### src/rtl/pump_scheduler.sv
// Moore scheduler sharing fill pumps B0/B1 between low/high level sensor requests,
// with lead alternation, boost on long fills, minimum on-time and fault routing.
module pump_scheduler #(
  parameter int unsigned MIN_ON = 4,
  parameter int unsigned BOOST  = 8,
  parameter int unsigned CW     = 8
) (
  input  logic       clk,
  input  logic       reset,
  input  logic       sensor_i,
  input  logic       sensor_s,
  input  logic       fault0,
  input  logic       fault1,
  input  logic       clear,
  output logic       b0,
  output logic       b1,
  output logic       alarm,
  output logic       lead,
  output logic [1:0] state
);

  typedef enum logic [1:0] {
    IDLE      = 2'd0,
    FILL_ONE  = 2'd1,
    FILL_BOTH = 2'd2,
    ALARM     = 2'd3
  } stateT;

  localparam logic [CW-1:0] MinOnLast = CW'(MIN_ON - 1);
  localparam logic [CW-1:0] BoostLast = CW'(BOOST - 1);

  stateT         curState, nxtState;
  logic [CW-1:0] runCnt;
  logic          act, nxtAct;
  logic          leadReg, nxtLead;
  logic          clrCnt;

  logic sensorErr, dblFault, faultAct, faultOther, leadFault, minOnMet;

  assign sensorErr  = sensor_s & ~sensor_i;
  assign dblFault   = fault0 & fault1;
  assign faultAct   = act ? fault1 : fault0;
  assign faultOther = act ? fault0 : fault1;
  assign leadFault  = leadReg ? fault1 : fault0;
  assign minOnMet   = (runCnt >= MinOnLast);

  always_ff @(posedge clk) begin
    if (reset) begin
      curState <= IDLE;
      runCnt   <= '0;
      act      <= 1'b0;
      leadReg  <= 1'b0;
    end else begin
      curState <= nxtState;
      act      <= nxtAct;
      leadReg  <= nxtLead;
      if (clrCnt)
        runCnt <= '0;
      else if (runCnt != '1)
        runCnt <= runCnt + CW'(1);
    end
  end

  always_comb begin
    nxtState = curState;
    nxtAct   = act;
    nxtLead  = leadReg;
    clrCnt   = 1'b0;
    if (curState != ALARM && (sensorErr || dblFault)) begin
      nxtState = ALARM;
    end else begin
      unique case (curState)
        IDLE: begin
          if (!sensor_i) begin
            nxtState = FILL_ONE;
            nxtAct   = leadFault ? ~leadReg : leadReg;
            clrCnt   = 1'b1;
          end
        end
        FILL_ONE: begin
          // fault switch takes precedence over a stop request at the same edge
          if (faultAct) begin
            nxtAct = ~act;
            clrCnt = 1'b1;
          end else if (sensor_s && minOnMet) begin
            nxtState = IDLE;
            nxtLead  = ~act;
          end else if (!sensor_i && runCnt >= BoostLast && !faultOther) begin
            nxtState = FILL_BOTH;
            clrCnt   = 1'b1;
          end
        end
        FILL_BOTH: begin
          if (fault0 ^ fault1) begin
            nxtState = FILL_ONE;
            nxtAct   = fault0;
            clrCnt   = 1'b1;
          end else if (sensor_s && minOnMet) begin
            nxtState = IDLE;
            nxtLead  = ~leadReg;
          end
        end
        ALARM: begin
          if (clear && !sensorErr && !dblFault)
            nxtState = IDLE;
        end
        default: nxtState = IDLE;
      endcase
    end
  end

  assign b0    = (curState == FILL_BOTH) | ((curState == FILL_ONE) & ~act);
  assign b1    = (curState == FILL_BOTH) | ((curState == FILL_ONE) & act);
  assign alarm = (curState == ALARM);
  assign lead  = leadReg;
  assign state = curState;

endmodule

### config.mk
export PLATFORM = sky130hd
export DESIGN_NAME = pump_scheduler
export DESIGN_NICKNAME = d
export VERILOG_FILES = /design/src/rtl/pump_scheduler.sv
export SDC_FILE = /design/constraint.sdc
export NUM_CORES = 1
export LEC_CHECK = 0
export CAP_MARGIN = 20
export CORE_AREA = 4 4 47 49
export CTS_CLUSTER_DIAMETER = 120
export DETAILED_ROUTE_END_ITERATION = 10
export DIE_AREA = 0 0 51 53
export HOLD_SLACK_MARGIN = 0.08
export PLACE_DENSITY = 0.77
export SKIP_CTS_REPAIR_TIMING = 1
export SKIP_LAST_GASP = 1
export SLEW_MARGIN = 20
export SYNTH_ARGS = -nofsm -noshare
export SYNTH_HDL_FRONTEND = slang
export SYNTH_SLANG_ARGS = --single-unit
### constraint.sdc
create_clock -name clk -period 4.9 [get_ports clk]
set_input_delay 0.98 -clock clk [delete_from_list [all_inputs] [get_ports clk]]
set_output_delay 0.98 -clock clk [all_outputs]
set_load 0.02 [all_outputs]
==> flow_summary.ini, run 1 <==
[clocking]
clock-sinks = 12
numCtsBuffers = 3
clk_pin_slew_ns = 0.08
cts_tree = yes
h-tree-depth = 1
clockRootBuffer = clkbuf_4
cts_buffer_depth = 2
insertion_delay_ns = 0.28

[worst_setup_path]
r2r-end = state[0]
end_kind = output pin
critPathLaunchType = flip-flop
rr_startpoint = runCnt[0]
required_ns = 3.92
reg2reg_slack_ns = 3.00
worstPathCellList = inv_1 > ha_1 > and2b_2 > or2_2 > clkdlybuf4s50_1
slowest_delay_ns = 0.55
worstRegToRegCells = 6
crit_path_max_fanout = 5
cp_top_family = buffers and inverters
cp.arrival_ns = 2.11
slowest_stage = clkdlybuf4s50_1
cp_num_cells = 5
cp.buffers_inverters = 2
critical_path_class = flip-flop to output pin

[synth]
async_reset_ff_share_pct = 0
ys_seq_area_share_pct = 25.5
synth_area_per_cell_um2 = 8.49
syn-num-nets = 125
ys_seq_elements = 12
syn-cell-area_um2 = 942
ys.flop_type = dfxtp_1
ys_warn_count = 0
yosysUniqueCellTypes = 45
synth-edff-count = 0
synth_cells = 111

[power_and_ir_drop]
p_per_area_nw_per_um2 = 474
switchingPower_uw = 231
switching_share_pct = 43.3
cellLeakagePower_uw = 0.000444
peakVddDrop_v = 0.000325
power.share.clock_pct = 14.8
p_total_uw = 535
seqPwrFrac_pct = 27.3
intPower_uw = 303
p_comb_share_pct = 57.9

[floorplan]
core_area_um2 = 1860
io_pins = 13
die_w_um = 51
start_util_pct = 50.6
die_y_um = 53
row_count = 16
die_area_um2 = 2700

[cells_and_area]
design_area_um2 = 1130
drive_gt1_share_pct = 16.7
stdcell_count = 153
multi_input_area_um2 = 679
ff_latch_area_um2 = 240
n_antenna_cell = 0
fillCellCount = 179
synthToLayoutAreaGrowth_pct = 19.8
nNetsFinal = 141

[job]
max_cap_viol_count = 0

[global_route]
antenna_found_initial = 0
grt_pass1_vias = 797
grt_pass1_wl_um = 3390
overflow = 0
grt_max_degree = 11
grt_use_total_pct = 16.6

[sta]
finalSetupViolCount = 0
slew_violations = 0
clock.fmax_mhz = 324
whs_ns = 0.523
finalHoldViolCount = 0
maxSlewHeadroom_pct = 75.1
worst_pin_slew_ns = 0.364
setup-tns-final_ns = 0
fin_skew_ns = 0.00981
rsz0062_at_grt = false
post-route-period-util_pct = 63.0
period_minus_slack_ns = 3.09

[drt]
firstDrtPassIters = 4
vias = 873
wl_per_cell_um = 12.5
drtIter0Drc = 26
drc = 0
via_per_inst = 5.71
drt-total-wl_um = 1920
ant_nets = 0

[placement]
dpl-instance-area_um2 = 1090
place_inst = 149
port_buffers = 12
dpl.hpwl_um = 1550
place_congestion = 0.918

[worst_hold_path]
worstHoldPathType = flip-flop to flip-flop
whs_endpoint = lead
min_from = lead
hold_depth = 2

[run_status]
status = completed
==> layer usage <==
metal | wire [um] | global-route usage, % | up-vias
met3 | 116 | 4.51 | 5
li1 | - | - | 444
met5 | 0 | 0 | -
met2 | 893 | 26.8 | 26
met1 | 872 | 19.8 | 398
met4 | 37 | 9.42 | 0
==> cell usage in the layout, fill, tap and decap left out, drive strengths merged, types with 2 or more instances in the layout <==
| cell type | n |
|---|---|
| a211oi | 3 |
| a21o | 3 |
| a21oi | 4 |
| a311oi | 3 |
| a31oi | 3 |
| and3 | 3 |
| clkbuf | 4 |
| clkdlybuf4s50 | 12 |
| dfxtp | 12 |
| ha | 7 |
| inv | 5 |
| mux2 | 2 |
| nand2 | 11 |
| nand2b | 2 |
| nand3 | 4 |
| nor2 | 16 |
| nor3 | 4 |
| o21ai | 5 |
| o31ai | 2 |
| or2 | 2 |
==> flip-flops by register name, summed over array words and instances (netlist names) <==
register	count
act	1
lead	1
runCnt	8
state	2
==> kinds of logic after synthesis <==
group                      after synthesis  share of synthesized area (%)
AOI/OAI and AO/OA                       30                           26.7
buffers and inverters                    6                           2.39
muxes                                    3                           4.25
and+or+nand+nor                         51                           30.0
xor gates and xnor gates                 2                           1.86
DFF                                     12                           25.5
adders and majority gates                7                           9.30
==> synthesized netlist by cell type, types with 2 or more instances <==
cell type  instances  share of area, %
inv_1              5               2.0
nand3_1            4               2.1
nand2_1            9               3.6
nand2b_1           2               1.3
dfxtp_1           12                25
a31oi_1            3               2.0
nor2_1            16               6.4
o21ai_0            4               2.1
o31ai_1            2               1.6
ha_1               7               9.3
a311oi_2           2               3.2
nor3_2             2               2.1
a211oi_2           2               2.7
or2_2              2               1.3
and3_1             3               2.0
a21o_1             2               1.6
a21oi_1            4               2.1
nand2_2            2               1.3
mux2_4             2               3.2
==> worst max path at each step <==
stage	from	end	slack, ns
CTS	state[1]	b0	1.80
detailed placement	state[1]	b0	2.11
global placement	fault1	state[0]	2.08
finish	state[1]	b0	1.81
floorplan	state[1]	b0	2.54
global route	state[1]	b0	1.70
==> through the flow <==
| step | setup slack, ns | utilization [%] |
|---|---|---|
| after floorplan | 2.54 | - |
| final | 1.81 | 60.6 |
| after global routing | 1.70 | 60.6 |
| after CTS | 1.80 | 60.6 |
| after detailed placement | 2.11 | 58.7 |
| after global placement | 2.08 | 58.7 |
==> cell type report <==
cell class                 instances  share of cell area (%)
sequential                        12                    21.3
inverter                           5                    1.66
multi-input combinational         93                    60.2
tap                               27                    2.99
clock buffer                       4                    3.22
timing repair buffer              12                    10.6
==> power by group through the flow <==
| stage | Sequential (uW) | Combinational (uW) | Clock [uW] |
|---|---|---|---|
| 2_1_floorplan | 153 | 210 | 0 |
| 3_3_place_gp | 147 | 307 | 0 |
| 3_5_place_dp | 149 | 310 | 0 |
| 4_1_cts | 146 | 312 | 81.1 |
| 5_1_grt | 151 | 345 | 86.2 |
| 6_report | 146 | 310 | 79.4 |
==> worst reg2reg max path, cell delays in order, from the launching register on <==
cell	delay [ns]
dfxtp_1	0.39
ha_1	0.29
nand2_1	0.17
a311oi_2	0.31
o21ai_1	0.16
a2111oi_0	0.40
a311oi_1	0.07
Note: power is estimated with default switching activity, not from simulation.
==> run 2, diff against run 1 <==
--- a/config.mk
+++ b/config.mk
@@ -6,12 +6,12 @@
 export NUM_CORES = 1
 export LEC_CHECK = 0
 export CAP_MARGIN = 20
-export CORE_AREA = 4 4 47 49
+export CORE_AREA = 4 4 48 50
 export CTS_CLUSTER_DIAMETER = 120
 export DETAILED_ROUTE_END_ITERATION = 10
-export DIE_AREA = 0 0 51 53
+export DIE_AREA = 0 0 52 54
 export HOLD_SLACK_MARGIN = 0.08
-export PLACE_DENSITY = 0.77
+export PLACE_DENSITY = 0.74
 export SKIP_CTS_REPAIR_TIMING = 1
 export SKIP_LAST_GASP = 1
 export SLEW_MARGIN = 20
==> constraint.sdc (replaced) <==
create_clock -name clk -period 3.1 [get_ports clk]
set_input_delay 0.62 -clock clk [delete_from_list [all_inputs] [get_ports clk]]
set_output_delay 0.62 -clock clk [all_outputs]
set_load 0.02 [all_outputs]
==> flow_summary.ini, run 2 (same netlist as run 1, synthesis figures left out) <==
[worst_setup_path]
worstRegToRegCells = 6
reg2reg_slack_ns = 1.20
rr_startpoint = runCnt[0]
critPathLaunchType = flip-flop
r2r-end = state[0]
crit_path_max_fanout = 5
end_kind = output pin
required_ns = 2.48
cp.arrival_ns = 2.12
critical_path_class = flip-flop to output pin

[floorplan]
io_pins = 13
core_area_um2 = 1900
die_y_um = 54
die_w_um = 52
start_util_pct = 49.5
row_count = 16
die_area_um2 = 2810

[sta]
fin_skew_ns = 0.00424
rsz0062_at_grt = false
finalSetupViolCount = 0
clock.fmax_mhz = 365
slew_violations = 0
finalHoldViolCount = 0
maxSlewHeadroom_pct = 75.9
post-route-period-util_pct = 88.3
setup-tns-final_ns = 0
period_minus_slack_ns = 2.74
worst_slack_ns = 0.362
worst_pin_slew_ns = 0.352

[global_route]
grt_use_total_pct = 17.9
overflow = 0
grt_max_degree = 11
grt_pass1_wl_um = 3860
grt_pass1_vias = 871
antenna_found_initial = 0

[power_and_ir_drop]
p_per_area_nw_per_um2 = 762
cellLeakagePower_uw = 0.000444
peakVddDrop_v = 0.000446

[clocking]
clk_pin_slew_ns = 0.09
clock-sinks = 12
numCtsBuffers = 3
cts_tree = yes
insertion_delay_ns = 0.27
cts_buffer_depth = 2
clockRootBuffer = clkbuf_4
h-tree-depth = 1

[placement]
dpl.hpwl_um = 1650
place_congestion = 0.927
pre_cts_slack_ns = 0.676
port_buffers = 12
dpl-instance-area_um2 = 1090

[drt]
via_per_inst = 5.82
vias = 890
ant_nets = 0
drtIter0Drc = 27
drc = 0
wl_per_cell_um = 13.9
drt-total-wl_um = 2120
firstDrtPassIters = 4

[run_status]
status = completed

[cells_and_area]
n_antenna_cell = 0
final_cell_mix = 16 x nor2_1, 12 x dfxtp_1, 12 x clkdlybuf4s50_1
layout_commonest_cell = nor2_1
top_register = runCnt
design_area_um2 = 1130
drive_gt1_share_pct = 16.7
largest_reg_flops = 8
nNetsFinal = 141
synthToLayoutAreaGrowth_pct = 19.8

[worst_hold_path]
min_from = lead
whs_endpoint = lead
hold_depth = 2
worstHoldPathType = flip-flop to flip-flop

[job]
max_cap_viol_count = 0
[run 2: cell counts in the layout (fill, tap and decap cells not counted)]
Identical to the previous run, type by type.
[run 2: worst max-delay path by stage]
stage | from | to | slack (ns) | depth (start not counted)
finish | state[1] | b0 | 0.36 | 5
global route | state[1] | b0 | 0.26 | 5
CTS | state[1] | b0 | 0.34 | 5
detailed placement | state[1] | b0 | 0.68 | 5
global placement | state[1] | b0 | 0.68 | 5
floorplan | state[1] | b0 | 1.10 | 4
[run 2: per-stage QoR]
| step | cells | hold slack, ns | total power (uW) | utilization, % |
|---|---|---|---|---|
| 6_report | 153 | 0.523 | 860 | 59.3 |
| 3_3_place_gp | 149 | 0.503 | 721 | 57.4 |
| 2_1_floorplan | 111 | 0.499 | 575 | - |
| 4_1_cts | 153 | 0.524 | 864 | 59.3 |
| 5_1_grt | 153 | 0.566 | 930 | 59.3 |
| 3_5_place_dp | 149 | 0.509 | 730 | 57.4 |
[run 2: area by class of cell]
| cell class | instances | area (um2) |
|---|---|---|
| inverters | 5 | 18.8 |
| fillers | 174 | 773 |
| clock buffers | 4 | 36.3 |
| multi-input cells | 93 | 679 |
| repair buffers | 12 | 120 |
| well taps | 27 | 33.8 |
| flip-flops and latches | 12 | 240 |
[run 2: report_power, final]
part	total (uW)	leakage (uW)	internal [uW]	switching (uW)
Sequential	233	0.0000979	187	46.4
Clock	130	0.0000210	71.3	58.3
Combinational	498	0.000325	220	277
[run 2: metal layers]
layer	GRT usage, %	share of wire [%]	vias up
met3	4.43	6.0	6
li1	-	-	444
met1	24.3	50	410
met2	28.2	43	30
met4	4.80	1.2	0
met5	0	0	-
[run 2: critical path: stages (launching register included)]
cell	delay (ns)
dfxtp_1	0.41
inv_1	0.12
ha_1	0.26
and2b_2	0.22
or2_2	0.29
clkdlybuf4s50_1	0.54
==> RTL edit 1: new RTL, config.mk and constraints of run 2 <==
Reset style: asynchronous (`reset`), changed in one clocked block.
--- a/src/rtl/pump_scheduler.sv
+++ b/src/rtl/pump_scheduler.sv
@@ -45,5 +45,5 @@
   assign minOnMet   = (runCnt >= MinOnLast);
 
-  always_ff @(posedge clk) begin
+  always_ff @(posedge clk or posedge reset) begin
     if (reset) begin
       curState <= IDLE;
Behaviour: differs if reset is asserted again (counterexample within 4 cycles, from zero or initial values and one cycle with reset high); with reset held inactive, the same outputs for 10 cycles.
==> RTL edit 1 against run 2 <==
  * Sequential cell count unchanged
  * Synthesized area decreased by 3.5%
  * Clock skew fell by 0.0016 ns
  * Critical path depth shrank 1
  * Design area down 3.3%
  * Largest power group unchanged
  * Wire length shrank 9.8%
  * First-iteration DRC count fell by 7.4%
  * Worst setup slack better by 0.17 ns
  * Critical endpoint unchanged
  * Via count fell by 11%
  * Total power up 30%
==> RTL edit 1: results (changes against run 2) <==
Worst setup path
  • Critical Path AT: 1.95 ns (was 2.12 ns)
  • Worst R2R Setup Slack: 1.12 ns (was 1.20 ns)
  • Max FO, Critical Path: 11 (was 5)
  • Max incr delay on CP: 0.59 ns (was 0.54 ns)

Detailed routing
  • Iteration-0 DRC Markers: 25 (was 27)
  • Vias: 792 (was 890)
  • WL met1: 855 um (was 1060 um)
  • Met3 wire len: 104 um (was 128 um)
  • Metal2 WL: 906 um (was 909 um)
  • Routed len/inst: 13.5 um (was 13.9 um)
  • Via density: 5.58 (was 5.82)

Global routing
  • Met1 Usage GRT: 0.194 (was 0.243)
  • GRT Overall Usage: 0.161 (was 0.179)
  • GR Util met3: 0.0277 (was 0.0443)
  • Pin count of the biggest net entering global routing: 13 (was 11)
  • GR met2 Demand/Resource: 0.262 (was 0.282)
  • First-pass GRT wire length: 3280 um (was 3860 um)
  • Vias in the first global route: 750 (was 871)

Placement
  • HPWL Detailed: 1480 um (was 1650 um)
  • Cells after DPL: 138 (was 149)
  • Place WS: 0.558 ns (was 0.676 ns)
  • DP Area: 1050 sq um (was 1090 sq um)
  • GPL Wtd Cong: 0.868 (was 0.927)

Cells and area
  • Nets: 129 (was 141)
  • Reg area: 300 sq um (was 240 sq um)
  • Fillers: 177 (was 174)
  • Top reg by flops: runCnt (unchanged)
  • Layout cells sized above 1: 0.0783 (was 0.167)

Power
  • Combinational power: 0.000676 W (was 0.000498 W)
  • Clock power share: 0.109 (was 0.151)
  • Worst ir drop on vdd: 498 uV (was 446 uV)
  • Internal power: 0.000620 W (was 0.000478 W)
  • Static Leak: 0.485 nW (was 0.444 nW)

Yosys
  • Commonest cells in the netlist: dfrtp_1, nor2_1, inv_1, nand2_1 (was nor2_1, dfxtp_1, nand2_1, ha_1, inv_1)
  • Seq/Total Area, Yosys: 0.330 (was 0.255)
  • Top cells by area, synth: dfrtp_1, ha_1, a21oi_1, nor2_1, a311oi_4 (was dfxtp_1, ha_1, nor2_1, nand2_1, a311oi_2)
  • Compound-gate portion of the synthesized area: 0.204 (was 0.267)
  • Adder-Cell Fraction of Synth Area: 0.0935 (was 0.0930)
  • Library cells used by synthesis: 38 (was 45)
  • Post-synth net total: 114 (was 125)
  • Synth async-reset ratio: 1.00 (was 0)
  • Multiplexer area fraction after synthesis: 0.0633 (was 0.0425)
  • Syn_area_per_cell: 9.01 sq um (was 8.49 sq um)
  • Synth Area in XOR/XNOR: 0.0385 (was 0.0186)

STA
  • Final min period: 2.57 ns (was 2.74 ns)
  • Final Hold Slack: 0.575 ns (was 0.523 ns)
  • Slew margin rel.: 0.583 (was 0.759)
  • Clock skew: 0.00266 ns (was 0.00424 ns)

Run status
  • Outcome: complete, no violations (unchanged)

Flow run
  • Max cap viols: 0 (unchanged)

Clock tree
  • CTS clk-pin slew, worst paths: 0.07 ns (was 0.09 ns)
  • Worst skew pair latency: 0.27 ns (about the same)
-- RTL edit 1: path summary, 6_finish.rpt --
path,from,to
worst min-delay path,runCnt[1]$_DFFE_PP0P_,runCnt[1]$_DFFE_PP0P_
worst max-delay path,state[1]$_DFFE_PP0P_,b0
max in group asynchronous,reset,runCnt[2]$_DFFE_PP0P_
min in group asynchronous,reset,state[1]$_DFFE_PP0P_
worst max register to register,state[1]$_DFFE_PP0P_,runCnt[7]$_DFFE_PP0P_
worst min register to register,runCnt[1]$_DFFE_PP0P_,runCnt[1]$_DFFE_PP0P_
-- RTL edit 1: cell type report --
cell class	count	area share
multi-input combinational	80	0.526
sequential	12	0.275
timing repair buffer	12	0.110
clock buffer	4	0.0333
tap	27	0.0310
inverter	7	0.0241
-- RTL edit 1: cell families after synthesis --
kind of cell               Yosys count
and+or+nand+nor                     40
AOI/OAI and AO/OA                   24
DFF                                 12
buffers and inverters                9
adders and majority gates            7
muxes                                5
xor gates and xnor gates             4
==> RTL edit 2: new RTL, settings of run 2 <==
Without the edit above. Set the parameter `CW` to 4 (it was 8).
--- a/src/rtl/pump_scheduler.sv
+++ b/src/rtl/pump_scheduler.sv
@@ -4,5 +4,5 @@
   parameter int unsigned MIN_ON = 4,
   parameter int unsigned BOOST  = 8,
-  parameter int unsigned CW     = 8
+  parameter int unsigned CW     = 4
 ) (
   input  logic       clk,
Function: no difference found for any inputs over 10 cycles, from zero or initial values and one cycle with reset high; that may be too few to reach the edited logic, so the function may still have changed.
==> RTL edit 2 against run 2 <==
  * Wire length fell by 33%
  * Clock skew is 0.0022 ns lower
  * Worst hold slack lost 0.0036 ns
  * Sequential cell count fell by 4
  * Sequential power down 28%
  * Design area fell by 28%
  * Worst setup slack gained 0.13 ns
  * Via count decreased by 30%
  * First-iteration DRC count shrank 41%
  * Total power decreased by 18%
  * Register-to-register slack improved by 0.05 ns
  * Synthesized area is 33% lower
  * Critical path type unchanged
==> RTL edit 2: results (changes against run 2) <==
Run status
  • Outcome: complete, no violations (unchanged)

Global routing
  • Vias in the first global route: 602 (was 871)
  • First-pass GRT wire length: 2470 um (was 3860 um)
  • Pin count of the biggest net entering global routing: 8 (was 11)
  • GRT Overall Usage: 0.118 (was 0.179)

Cells and area
  • Nets: 108 (was 141)
  • Fillers: 203 (was 174)
  • Layout cells sized above 1: 0.0870 (was 0.167)
  • Top reg by flops: runCnt (unchanged)
  • Largest register FFs: 4 (was 8)
  • Finished Layout Cells: 119 (was 153)
  • Layout area overhead: 27.8% (was 19.8%)

Yosys
  • Compound-gate portion of the synthesized area: 0.266 (was 0.267)
  • Commonest cells in the netlist: nor2_1, dfxtp_1, ha_1 (was nor2_1, dfxtp_1, nand2_1, ha_1, inv_1)
  • Seq/Total Area, Yosys: 0.252 (was 0.255)
  • Adder-Cell Fraction of Synth Area: 0.138 (was 0.0930)
  • Library cells used by synthesis: 32 (was 45)
  • Top cells by area, synth: dfxtp_1, ha_1, nor2_1, mux2i_1, a211oi_1 (was dfxtp_1, ha_1, nor2_1, nand2_1, a311oi_2)
  • Synth Area in XOR/XNOR: 0.0138 (was 0.0186)
  • Multiplexer area fraction after synthesis: 0.0709 (was 0.0425)
  • Syn_area_per_cell: 8.25 sq um (was 8.49 sq um)
  • Synth async-reset ratio: 0 (unchanged)
  • Post-synth net total: 91 (was 125)

STA
  • Clock skew: 0.00203 ns (was 0.00424 ns)
  • Slew margin rel.: 0.729 (was 0.759)

Clock tree
  • CTS clk-pin slew, worst paths: 0.05 ns (was 0.09 ns)
  • Worst skew pair latency: 0.25 ns (was 0.27 ns)

Placement
  • DP Area: 790 sq um (was 1090 sq um)
  • Place WS: 0.696 ns (was 0.676 ns)
  • GPL Wtd Cong: 0.896 (was 0.927)

Power
  • Worst ir drop on vdd: 337 uV (was 446 uV)
  • Static Leak: 0.333 nW (was 0.444 nW)

Worst setup path
  • Critical Path AT: 1.98 ns (was 2.12 ns)
  • Max FO, Critical Path: 7 (was 5)

Detailed routing
  • Routed len/inst: 12.0 um (was 13.9 um)
  • Vias: 621 (was 890)
[RTL edit 2: cell types whose count changed in the layout (fill, tap and decap cells not counted), sizes merged, moves of 2 or more]
cell / before / now
o21ai: 5 / 3
a311oi: 3 / 0
dfxtp: 12 / 8
nand2: 11 / 4
mux2i: 1 / 3
a221o: 0 / 2
and3: 3 / 0
nor2: 16 / 11
[RTL edit 2: kinds of logic (layout without fill, tap and decap cells)]
kind of cell,count (synthesis),in the layout
compound gates,23,23
xor+xnor,1,1
fa+ha+maj,7,7
buf+inv,4,19
flops,8,8
mux,4,4
simple gates,30,30
[RTL edit 2: power by group]
group          total (W)  switching, W  internal, W
combinational   0.000463      0.000247     0.000217
clock          0.0000773     0.0000332    0.0000441
sequential      0.000167     0.0000343     0.000133
[RTL edit 2: path summary, 6_finish.rpt]
kind | from | to | slack (ns) | depth (start not counted)
hold reg to reg | lead$_SDFFE_PP0P_ | lead$_SDFFE_PP0P_ | 0.52 | 2
setup reg to reg | state[0]$_SDFFE_PP0P_ | state[1]$_SDFFE_PP0P_ | 1.25 | 7
setup / recovery | state[1]$_SDFFE_PP0P_ | b0 | 0.50 | 6
hold / removal | lead$_SDFFE_PP0P_ | lead$_SDFFE_PP0P_ | 0.52 | 2
[RTL edit 2: cell type report]
type | count | area share
Multi-Input combinational cell | 65 | 0.567
Sequential cell | 8 | 0.197
Timing Repair Buffer | 12 | 0.148
Tap cell | 27 | 0.0416
Clock buffer | 3 | 0.0277
Inverter | 4 | 0.0185
[RTL edit 2: per-layer routing]
metal / routed length (um) / global-route usage / vias to the layer above
met5: 0 / 0 / -
met2: 639 / 0.188 / 23
met3: 87 / 0.0166 / 5
met4: 42 / 0.0873 / 0
met1: 660 / 0.145 / 275
li1: - / - / 318
